**config.mk**
```make
export PLATFORM = sky130hd
export DESIGN_NAME = count_sched
export DESIGN_NICKNAME = d
export VERILOG_FILES = /design/src/rtl/count_sched.sv
export SDC_FILE = /design/constraint.sdc
export NUM_CORES = 1
export LEC_CHECK = 0
export ABC_AREA = 0
export CAP_MARGIN = 10
export CORE_MARGIN = 2
export CORE_UTILIZATION = 40
export CTS_CLUSTER_DIAMETER = 120
export DETAILED_ROUTE_END_ITERATION = 16
export PLACE_DENSITY = 0.78
export SYNTH_ARGS = -nofsm -noshare
export SYNTH_HDL_FRONTEND = slang
export SYNTH_SLANG_ARGS = --single-unit
```
**constraint.sdc**
```tcl
create_clock -name clk -period 3.27 [get_ports clk]
set_input_delay 0.654 -clock clk [delete_from_list [all_inputs] [get_ports clk]]
set_output_delay 0.654 -clock clk [all_outputs]
set_load 0.02 [all_outputs]
```
**src/rtl/count_sched.sv**
```systemverilog
// Round-robin scheduler sharing one 8-bit popcount unit among NREQ requesters.
// Words are streamed through the unit one byte per cycle, LSB first, and the total is returned with the requester ID.
module count_sched #(
   parameter int NREQ       = 4,
   parameter int WORD_BYTES = 4,
   parameter int ID_W       = $clog2(NREQ),
   parameter int CNT_W      = $clog2(8*WORD_BYTES+1)
) (
   input  logic                         clk,
   input  logic                         rst_n,
   input  logic [NREQ-1:0]              req_valid,
   input  logic [NREQ*8*WORD_BYTES-1:0] req_data,
   output logic [NREQ-1:0]              req_ready,
   output logic                         res_valid,
   input  logic                         res_ready,
   output logic [CNT_W-1:0]             res_count,
   output logic [ID_W-1:0]              res_id,
   output logic                         busy
);

   localparam int WORD_W = 8*WORD_BYTES;
   localparam int BC_W   = (WORD_BYTES > 1) ? $clog2(WORD_BYTES) : 1;

   typedef enum logic [1:0] {IDLE, RUN, DONE} state_t;

   state_t              state_reg, state_next;
   logic [WORD_W-1:0]   shift_reg, shift_next;
   logic [CNT_W-1:0]    acc_reg, acc_next;
   logic [ID_W-1:0]     id_reg, id_next;
   logic [ID_W-1:0]     rr_ptr_reg, rr_ptr_next;
   logic [BC_W-1:0]     byte_cnt_reg, byte_cnt_next;

   logic [WORD_W-1:0]   req_word [NREQ];
   logic [NREQ-1:0]     grant;
   logic [ID_W-1:0]     grant_id;
   logic                grant_found;
   logic [WORD_W-1:0]   grant_word;
   logic [3:0]          byte_ones;

   for (genvar gi = 0; gi < NREQ; gi++) begin : g_slice
      assign req_word[gi] = req_data[gi*WORD_W +: WORD_W];
   end

   // Shared popcount unit: always looks at the low byte of the shift register.
   if (1'b1) begin : count
      logic [7:0] data_in;
      logic [3:0] count_out;

      assign data_in = shift_reg[7:0];

      always_comb begin
         count_out = '0;
         for (int b = 0; b < 8; b++) begin
            count_out = count_out + {3'b000, data_in[b]};
         end
      end

      assign byte_ones = count_out;
   end

   // Round-robin search: first valid requester at or after rr_ptr, wrapping.
   always_comb begin
      grant_found = 1'b0;
      grant_id    = '0;
      for (int k = 0; k < NREQ; k++) begin
         for (int j = 0; j < NREQ; j++) begin
            if (!grant_found && req_valid[j] &&
                (j == ((int'(rr_ptr_reg) + k) % NREQ))) begin
               grant_found = 1'b1;
               grant_id    = ID_W'(j);
            end
         end
      end
   end

   always_comb begin
      grant      = '0;
      grant_word = '0;
      for (int j = 0; j < NREQ; j++) begin
         if (grant_found && (grant_id == ID_W'(j))) begin
            grant[j]   = 1'b1;
            grant_word = req_word[j];
         end
      end
   end

   // Gated with rst_n so the grant disappears the moment reset is asserted.
   assign req_ready = (rst_n && state_reg == IDLE) ? grant : '0;
   assign res_valid = (state_reg == DONE);
   assign res_count = acc_reg;
   assign res_id    = id_reg;
   assign busy      = (state_reg != IDLE);

   always_comb begin
      state_next    = state_reg;
      shift_next    = shift_reg;
      acc_next      = acc_reg;
      id_next       = id_reg;
      rr_ptr_next   = rr_ptr_reg;
      byte_cnt_next = byte_cnt_reg;
      case (state_reg)
         IDLE: begin
            if (grant_found) begin
               shift_next    = grant_word;
               id_next       = grant_id;
               acc_next      = '0;
               byte_cnt_next = '0;
               rr_ptr_next   = (grant_id == ID_W'(NREQ-1)) ? '0 : grant_id + 1'b1;
               state_next    = RUN;
            end
         end
         RUN: begin
            acc_next      = acc_reg + CNT_W'(byte_ones);
            shift_next    = shift_reg >> 8;
            byte_cnt_next = byte_cnt_reg + 1'b1;
            if (byte_cnt_reg == BC_W'(WORD_BYTES-1)) begin
               state_next = DONE;
            end
         end
         DONE: begin
            if (res_ready) begin
               state_next = IDLE;
            end
         end
         default: state_next = IDLE;
      endcase
   end

   always_ff @(posedge clk or negedge rst_n) begin
      if (!rst_n) begin
         state_reg    <= IDLE;
         shift_reg    <= '0;
         acc_reg      <= '0;
         id_reg       <= '0;
         rr_ptr_reg   <= '0;
         byte_cnt_reg <= '0;
      end else begin
         state_reg    <= state_next;
         shift_reg    <= shift_next;
         acc_reg      <= acc_next;
         id_reg       <= id_next;
         rr_ptr_reg   <= rr_ptr_next;
         byte_cnt_reg <= byte_cnt_next;
      end
   end

endmodule

```
### After elaboration in Yosys (flattened, before gate mapping)

Index checks and enable logic that the tools add are counted.

* flip-flop bits (word level): 46
* output and inout bits: 14
* bits of input ports: 135
* word-level logic and storage cells: 159

* bitwise logic cells: 3
* equal/unequal tests: 21
* $add $sub $neg: 13
* mux-type cells: 51
* reduce and logical (&&, ||, !) cells: 65

Operator list (number)
* $mux W32: 5
* $logic_not A32 Y1: 4
* $pmux W32 S2: 1
* $mux W2: 19
* $logic_and A1 B1 Y1: 36
* $mux W1: 21
* $eq A3 B3 Y1 const A: 6
* $add A4 B1 Y4: 4
* $logic_not A1 Y1: 15
* $pmux W6 S2: 1
* $eq A2 B3 Y1 const A: 3
* $eq A2 B2 Y1 const B: 4
* $add A2 B1 Y2 const B: 3
* $add A6 B4 Y6: 1
* $mux W6: 1
* $pmux W2 S3: 1
* $reduce_or A2 Y1: 3
* $add A2 B2 Y2 const B: 2
* $add A3 B1 Y4: 1
* $eq A2 B1 Y1 const B: 2
* $eq A2 B2 Y1 const A: 2
* $logic_not A2 Y1: 2
* $mux W4: 1
* $ne A2 B2 Y1 const B: 2
* 9 further kinds: 13

### Logic depth before layout (Yosys ltp)

* depth in word-level cells: 71
* gate-level depth with buffers: 12
* gate-level depth less buffers: 12

### Worst setup path after synthesis

No wires, ideal clock.

* path type: reg-to-reg
* start: register acc_reg[0], in the netlist res_count[0]
* end: register acc_reg[4], in the netlist res_count[4]
* buffers on the path: 0
* required time: 3136 ps
* stages on the path, launching flop included: 12
* arrival time: 3264 ps
* setup time: 134 ps
* period minus slack after synthesis: 3398 ps
* path slack: -128 ps
* path through: dfrtp_1 fa_1 inv_1 fa_1 fa_1 fa_1 fa_1 nand2b_1 a21oi_1 o21ai_0 nand3_1 o21ai_0

* word-level cells in the longest chain between the ends: 2

Ends and longest elaborated chain
* from (decl): RTL line 28 `logic [CNT_W-1:0] acc_reg, acc_next;`
* from (signal assigned): RTL line 140 `acc_reg <= acc_next;`
* $add A6 B4 Y6: RTL line 113 `acc_next = acc_reg + CNT_W'(byte_ones);`
* $pmux W6 S2: RTL line 101 `case (state_reg)`

Every way passes these cells.
A chain may end at the register's enable or synchronous reset.

### Worst setup path after layout

Same ends and word-level chain as after synthesis.

==> flow_summary.json <==
{
  "largest_reg_flops": 32,
  "viasPerCell": 5.91,
  "peakVddDrop_mv": 0.594,
  "synth_edf_count": 0,
  "critPathRequiredTime_ns": 3.46,
  "dieHeight_um": 99.0,
  "p_clk_share_pct": 8.4,
  "wire_per_inst_um": 18.4,
  "critPathKind": "flop to flop",
  "pwr-share-seq_pct": 22.3,
  "mostFrequentLayoutCell": "clkdlybuf4s50_1",
  "place_ws_ns": -0.229,
  "hold_ws_ns": 0.449,
  "area_growth_pct": 49.7,
  "synth_top_area_share_pct": 31.9,
  "cap_viol_max_count": 0,
  "p_switching_uw": 2330,
  "cp.arrival_ns": 3.50,
  "powerDensity_nw_per_um2": 934,
  "track_usage_pct": 26.4,
  "r2r_start": "res_count[0]",
  "synth_top_area_cell": "dfrtp_1",
  "yosysWarnings": 0,
  "diodes": 0,
  "leakagePower_uw": 0.00225,
  "synth.area.top_cells": "dfrtp_1 (32%), a21oi_1 (8.0%), a31o_2 (5.8%)",
  "p_int_uw": 2730,
  "fin_crit_sh_pct": 101,
  "synth.distinct_cells": 38,
  "rr_worst_depth": 11,
  "r2r_end": "res_count[4]",
  "ys_seq_area_share_pct": 31.9,
  "worstSetupEndpointType": "flop",
  "multi_input_area_um2": 2200,
  "syn-cell-area_um2": 3610,
  "cts-root-buf": "clkbuf_8",
  "swShare_pct": 46.0,
  "drive_above_1_share_pct": 12.4,
  "seq_area_um2": 1150,
  "clock.fmax_mhz": 302,
  "skew_ns": 0.00573,
  "dpl_cell_area_um2": 5280,
  "h-tree-depth": 2,
  "min_path_type": "input port to asynchronous set/reset pin",
  "relSlewSlack_pct": 38.9,
  "final_core_util_pct": 62.0,
  "clock-sinks": 46,
  "mostFrequentLayoutCells": "clkdlybuf4s50_1 (145), a21oi_1 (56), dfrtp_1 (45), inv_1 (37), a31oi_1 (33)",
  "start_util_pct": 41.4,
  "syn_area_per_cell_um2": 7.91,
  "nFillCells": 782,
  "synth_nets": 606,
  "hold_violations": 0,
  "power_uw": 5060,
  "rrSetupSlack_ns": -0.04,
  "vias": 4161,
  "die_x_um": 99.0,
  "grt_pass1_wl_um": 20800,
  "cts_buffers": 5,
  "io_pins": 149,
  "rsz0062_at_grt": "yes",
  "post-route-min-period_ns": 3.31,
  "p_comb_share_pct": 69.3,
  "grt_pass1_vias": 4200,
  "cp-endpoint": "res_count[4]",
  "slew_violations": 0,
  "design_area_um2": 5410,
  "synth_ff_type": "dfrtp_1",
  "io_buffers": 148,
  "grt_max_degree": 56,
  "async_flop_share_pct": 100,
  "status": "complete, but fails checks",
  "antenna_found_initial": 0,
  "crit_start": "res_count[0]",
  "place_hpwl_um": 9210,
  "remaining_drc_errors": 0,
  "violations": "negative setup slack",
  "coreArea_um2": 8720,
  "clockBufferDepth": 2,
  "cts_tree": "built",
  "overflow": 0,
  "first_iter_violations": 226,
  "place.gp.congestion": 0.889,
  "worst_pin_slew_ns": 0.913,
  "drtAntennaViolNets": 0,
  "critPathLaunchType": "flop",
  "setup_viol": 1,
  "rows": 34,
  "die_area_um2": 9810,
  "routed_wl_um": 13000,
  "drt_first_pass_iters": 5,
  "syn_inst": 457,
  "clk_latency_ns": 0.30,
  "crit_fanout": 2,
  "setup_slack_ns": -0.0360,
  "final_nets": 744,
  "clkTransAtPathRegs_ns": 0.09,
  "ys_ff_latch": 46
}
-- how the worst min path moves through the flow --
stage,end,cells past startpoint
final,res_id[1],2
after global routing,res_id[1],2
after CTS,res_id[1],2
after detailed placement,res_count[5],1
after global placement,res_count[5],1
after floorplan,byte_cnt_reg[0],0
-- power by group through the flow --
stage                     clock [µW]  combinational [µW]  sequential, µW
after CTS                        437                3450            1120
after floorplan                    0                2290            1090
after detailed placement           0                3360            1130
after global placement             0                3220            1110
final                            427                3500            1130
after global routing             463                3880            1160
-- cell usage after synthesis, drive strengths merged, types with 2 or more instances --
| cell type | number |
|---|---|
| a21oi | 58 |
| a211oi | 8 |
| a31o | 24 |
| xor2 | 2 |
| a31oi | 33 |
| nor2 | 24 |
| o21ai | 48 |
| clkbuf | 32 |
| inv | 37 |
| or3 | 8 |
| a22o | 11 |
| ha | 9 |
| o31a | 14 |
| dfrtp | 46 |
| nand2 | 25 |
| nand2b | 4 |
| and2 | 3 |
| nand3 | 7 |
| and3 | 9 |
| fa | 5 |
| buf | 10 |
| a22oi | 8 |
| o221ai | 15 |
| nor2b | 6 |
-- critical path: stages (launching register included) --
cell and delay (ns):
dfrtp_2 0.42, fa_1 0.53, inv_1 0.05, fa_1 0.50, fa_1 0.43, fa_2 0.37, fa_2 0.36, nand2b_4 0.15
a21oi_2 0.17, o21ai_2 0.08, nand3_1 0.09, o21ai_1 0.06
-- layer usage --
layer / wire (µm) / vias up / track usage (%) / share of wire, %
li1: - / 1977 / - / -
met1: 5450 / 1978 / 35.2 / 42
met2: 6320 / 179 / 44.3 / 49
met3: 972 / 27 / 5.04 / 7.5
met4: 235 / 0 / 6.22 / 1.8
met5: 0 / - / 0 / 0
-- final cells by class --
type	count	share of cell area, %
Clock inverter	3	0.740
Inverter	37	2.57
Clock buffer	5	1.27
Timing Repair Buffer	173	30.9
Sequential cell	46	21.3
Tap cell	108	2.50
Multi-Input combinational cell	332	40.7
-- logic make-up (layout without fill, tap and decap cells) --
group	after synthesis	count (layout)	share of synthesized area (%)
compound gates	225	225	40.6
xor+xnor	2	2	0.485
fa+ha+maj	14	14	5.89
buf+inv	79	218	8.73
flops	46	46	31.9
mux	2	2	0.589
simple gates	89	89	11.9
-- per-stage QoR --
stage / cells / setup TNS (ns)
2_1_floorplan: 457 / -0.00760
3_3_place_gp: 695 / -0.151
3_5_place_dp: 695 / -0.457
4_1_cts: 703 / -0.0240
5_1_grt: 704 / -0.232
6_report: 704 / -0.0360
-- repair_timing --
item                       4_1_cts  5_1_grt
resized for setup                7        4
hold buffers                     0        0
setup endpoints to repair        3        3
setup buffers                    0        1
cloned                           0        0
pin swaps                        0        1
(Power assumes the default switching activity.)
